==> config.mk <==
export PLATFORM = sky130hd
export DESIGN_NAME = pipe_skid_buf
export DESIGN_NICKNAME = d
export VERILOG_FILES = /design/src/rtl/pipe_skid_buf_pkg.sv /design/src/rtl/pipe_skid_buf_dff_set.sv /design/src/rtl/pipe_skid_buf.sv
export SDC_FILE = /design/constraint.sdc
export NUM_CORES = 1
export LEC_CHECK = 0
export CAP_MARGIN = 10
export CORE_UTILIZATION = 53
export DETAILED_ROUTE_END_ITERATION = 16
export PLACE_DENSITY_LB_ADDON = 0.05
export SYNTH_ARGS = -nofsm -noshare
export SYNTH_HDL_FRONTEND = slang
export SYNTH_HIERARCHICAL = 1
export SYNTH_SLANG_ARGS = --single-unit
==> constraint.sdc <==
create_clock -name clk -period 2.6 [get_ports clk]
set_clock_uncertainty 0.2 [all_clocks]
set_input_delay 0.65 -clock clk [delete_from_list [all_inputs] [get_ports clk]]
set_output_delay 0.65 -clock clk [all_outputs]
set_load 0.01 [all_outputs]
==> src/rtl/pipe_skid_buf_pkg.sv <==
// Shared core definitions for the two-entry skid buffer.
// State encoding is fixed at 2 bits; the unused code is recovered to EMPTY by the FSM.
package pipe_skid_buf_pkg;

    typedef enum logic [1:0] {
        SKB_EMPTY   = 2'd0,
        SKB_ONE     = 2'd1,
        SKB_TWO     = 2'd2,
        SKB_ILLEGAL = 2'd3
    } skb_state_t;

endpackage : pipe_skid_buf_pkg

==> src/rtl/pipe_skid_buf_dff_set.sv <==
// Sync-reset data flop with a synchronous set-to-constant and load enable.
// Reset and set both force the register to set_data; otherwise it loads d_i when enabled.
module dff_set #(
    parameter int            DW       = 32,
    parameter logic [DW-1:0] set_data = '0
) (
    input  logic          clk,
    input  logic          rst_n,
    input  logic          set_i,
    input  logic          en_i,
    input  logic [DW-1:0] d_i,
    output logic [DW-1:0] q_o
);

    logic [DW-1:0] r_q;

    always_ff @(posedge clk) begin
        if (!rst_n || set_i) begin
            r_q <= set_data;
        end else if (en_i) begin
            r_q <= d_i;
        end
    end

    assign q_o = r_q;

endmodule : dff_set

==> src/rtl/pipe_skid_buf.sv <==
// Two-entry valid/ready skid buffer: ready and valid are decoded from registered state only,
// so a downstream stall never creates a combinational path back to the producer.
module pipe_skid_buf
    import pipe_skid_buf_pkg::*;
#(
    parameter int            DW      = 32,
    parameter logic [DW-1:0] RST_VAL = '0
) (
    input  logic          clk,
    input  logic          rst_n,
    input  logic          flush_i,
    input  logic          in_valid_i,
    output logic          in_ready_o,
    input  logic [DW-1:0] in_data_i,
    output logic          out_valid_o,
    input  logic          out_ready_i,
    output logic [DW-1:0] out_data_o
);

    skb_state_t    r_state;
    skb_state_t    w_nextState;
    logic          w_push;
    logic          w_pop;
    logic          w_mainEn;
    logic          w_mainFromSkid;
    logic          w_skidEn;
    logic [DW-1:0] w_mainD;
    logic [DW-1:0] w_mainQ;
    logic [DW-1:0] w_skidQ;

    assign in_ready_o  = (r_state != SKB_TWO);
    assign out_valid_o = (r_state != SKB_EMPTY);
    assign out_data_o  = w_mainQ;

    assign w_push = in_valid_i & in_ready_o;
    assign w_pop  = out_valid_o & out_ready_i;

    // Flush takes effect like reset; the data flops see it through their set input.
    always_ff @(posedge clk) begin
        if (!rst_n || flush_i) begin
            r_state <= SKB_EMPTY;
        end else begin
            r_state <= w_nextState;
        end
    end

    always_comb begin
        w_nextState    = r_state;
        w_mainEn       = 1'b0;
        w_mainFromSkid = 1'b0;
        w_skidEn       = 1'b0;
        case (r_state)
            SKB_EMPTY: begin
                if (w_push) begin
                    w_nextState = SKB_ONE;
                    w_mainEn    = 1'b1;
                end
            end
            SKB_ONE: begin
                if (w_push && w_pop) begin
                    w_mainEn = 1'b1;
                end else if (w_push) begin
                    w_nextState = SKB_TWO;
                    w_skidEn    = 1'b1;
                end else if (w_pop) begin
                    w_nextState = SKB_EMPTY;
                end
            end
            SKB_TWO: begin
                if (w_pop) begin
                    w_nextState    = SKB_ONE;
                    w_mainEn       = 1'b1;
                    w_mainFromSkid = 1'b1;
                end
            end
            default: begin
                w_nextState = SKB_EMPTY;
            end
        endcase
    end

    assign w_mainD = w_mainFromSkid ? w_skidQ : in_data_i;

    dff_set #(
        .DW       (DW),
        .set_data (RST_VAL)
    ) u_mainReg (
        .clk   (clk),
        .rst_n (rst_n),
        .set_i (flush_i),
        .en_i  (w_mainEn),
        .d_i   (w_mainD),
        .q_o   (w_mainQ)
    );

    dff_set #(
        .DW       (DW),
        .set_data (RST_VAL)
    ) u_skidReg (
        .clk   (clk),
        .rst_n (rst_n),
        .set_i (flush_i),
        .en_i  (w_skidEn),
        .d_i   (in_data_i),
        .q_o   (w_skidQ)
    );

endmodule : pipe_skid_buf

==> flow_metrics.tcl, run 1 <==
set metrics [dict create \
    cts-hold-fix-buffers 0 \
    synthSimpleGateAreaFrac 0.118 \
    synth_top_area_share 0.454 \
    drt.antenna.violating_nets 0 \
    place.gp.congestion 0.674 \
    yosysTopAreaCell "dfxtp_1" \
    path_max_fanout 9 \
    diodes 0 \
    crit_path_start_kind "flop" \
    post-route-min-period_ps 2440 \
    nets 369 \
    std_cell_rows 26 \
    layout.cells.non_filler 407 \
    p_per_area_mw_per_mm2 556 \
    reg2reg_slack_ps 860 \
    max_freq_ghz 0.410 \
    p_leak_uw 0.00148 \
    rsz0062_at_grt "no" \
    drive_above_1_share 0.175 \
    finalHoldViolCount 0 \
    grt_util_all_layers 0.214 \
    yosysMostFrequentCell "dfxtp_1" \
    setup_viol 0 \
    synthCells 259 \
    cts.path.max_buffers 2 \
    dr_total_vias 2063 \
    initial_core_util 0.559 \
    core-area_mm2 0.00520 \
    end_kind "output port" \
    clkLatencyLatePin_ps 340 \
    drv_cap 0 \
    synth-seq-cells 66 \
    synthAdderAreaFrac 0 \
    syn_avg_cell_area_um2 11.2 \
    wire_per_inst_um 14.0 \
    synth_cell_types 20 \
    die_area_mm2 0.00579 \
    io_buffer_count 70 \
    via_per_inst 5.07 \
    crit_arrival_ps 1590 \
    drt_wl_total_mm 5.71 \
    grt_pass1_wl_mm 9.67 \
    grt_pass1_vias 1997 \
    synth-seq-area-share 0.454 \
    hpwl_mm 3.92 \
    cts_htree_levels 3 \
    post-cts-setup-buffer-count 0 \
    synth.area.top_cells "dfxtp_1 45%, mux2i_1 22%, mux2_2 12%" \
    remaining_drc_errors 0 \
    post-place-cells 391 \
    hold_class "reg2reg" \
    synth_edf_count 0 \
    syn_nets 296 \
    irDropWorstVdd_uv 520 \
    die_w_um 76.1 \
    grt_remaining_overflow 0 \
    cts.repair.resized 0 \
    synth_xor_area_frac 0 \
    dr.pass1.iters 4 \
    synthMuxAreaShare 0.347 \
    cts_tree "built" \
    status "finished, final reports clean" \
    yosysWarnings 6 \
    synth_compound_area_frac 0.00989 \
    path_class "reg2out" \
    cts-buffers-inserted 9 \
    first_iter_violations 86 \
    fin_tns_setup_ps 0 \
    antenna_found_initial 0 \
    cts.sinks 66 \
    worstMarginPinSlew_ps 300 \
    synth_top_cells_by_count "66 x dfxtp_1, 65 x mux2i_1, 64 x nor2_1, 30 x mux2_2" \
    boundaryPins 71 \
    clk_pin_slew_worst_paths_ps 60 \
    critPathRequiredTime_ps 1750 \
    synth_top_family_by_area "multiplexers" \
    timing.slew.headroom 0.799 \
    syn2layout_area_growth_pct 31.7 \
    async_flop_share 0 \
    grt_max_degree 20 \
    synthFlopType "dfxtp_1" \
    final.period_utilization 0.938 \
    dieHeight_um 76.1 \
    syn_area_mm2 0.00291 \
    final_max_slew_viol_count 0 \
    root_buffer "clkbuf_8" \
]
==> worst paths after layout <==
check | start | endpoint | cells past startpoint
max reg2reg | r_state[0] | u_mainReg/q_o[10] | 5
max | r_state[1] | in_ready_o | 2
min | u_skidReg/q_o[6] | u_skidReg/q_o[6] | 2
min reg2reg | u_skidReg/q_o[6] | u_skidReg/q_o[6] | 2
==> stage by stage <==
step	hold WS [ps]	power, uW	util	setup slack [ps]	area [um2]
4_1_cts	296	2150	0.736	146	3830
3_5_place_dp	280	1350	0.702	156	3650
2_1_floorplan	253	1230	-	872	2910
3_3_place_gp	268	1350	0.702	200	3650
6_report	287	2130	0.736	162	3830
5_1_grt	315	2230	0.736	93.0	3830
==> cell usage in the layout, fill, tap and decap left out, types with 3 or more instances in the layout <==
cell / count
buf_4: 4
nor2_1: 64
clkbuf_8: 9
clkbuf_1: 4
mux2_2: 30
nand2b_1: 3
clkdlybuf4s50_1: 70
dfxtp_1: 66
mux2i_1: 65
buf_12: 6
==> cell families after synthesis <==
family	Yosys count
buffers and inverters	18
multiplexers	97
AO/OA/AOI/OAI	3
AND/OR/NAND/NOR	75
flip-flops	66
==> flip-flops by register name (all words and copies together) (netlist names) <==
register,flops
r_state,2
u_mainReg/q_o,32
u_skidReg/q_o,32
==> power breakdown <==
part / leakage [uW] / internal (uW) / switching (uW) / total [uW]
logic: 0.000850 / 168 / 112 / 281
registers: 0.000535 / 1040 / 14.4 / 1050
clock network: 0.0000914 / 441 / 359 / 800
total: 0.00148 / 1650 / 486 / 2130
==> critical path, stage by stage, from the launching register on <==
cell             delay, ps
dfxtp_1                490
or2b_1                 280
clkdlybuf4s50_1        480
==> routing by layer <==
metal  up-vias  global-route usage  wire length (um)
met4         0              0.0692                69
met5         -                   0                 0
met3         7              0.0790               313
met1       976               0.272              2690
met2        48               0.336              2640
li1       1032                   -                 -
==> area by class of cell <==
cell class	instances	area, um2
tap	70	87.6
fill	408	1370
sequential	66	1320
timing repair buffer	80	851
clock buffer	13	139
clock inverter	3	40.0
multi-input combinational	175	1390
(Power assumes the default switching activity.)
==> inputs of run 2 (changes only) <==
--- a/config.mk
+++ b/config.mk
@@ -8,6 +8,7 @@
 export CAP_MARGIN = 10
 export CORE_UTILIZATION = 53
 export DETAILED_ROUTE_END_ITERATION = 16
+export HOLD_SLACK_MARGIN = 0.03
 export PLACE_DENSITY_LB_ADDON = 0.05
 export SYNTH_ARGS = -nofsm -noshare
 export SYNTH_HDL_FRONTEND = slang
==> results of run 2 <==
Same layout as run 1: the final DEF is identical, and so are final timing and power.
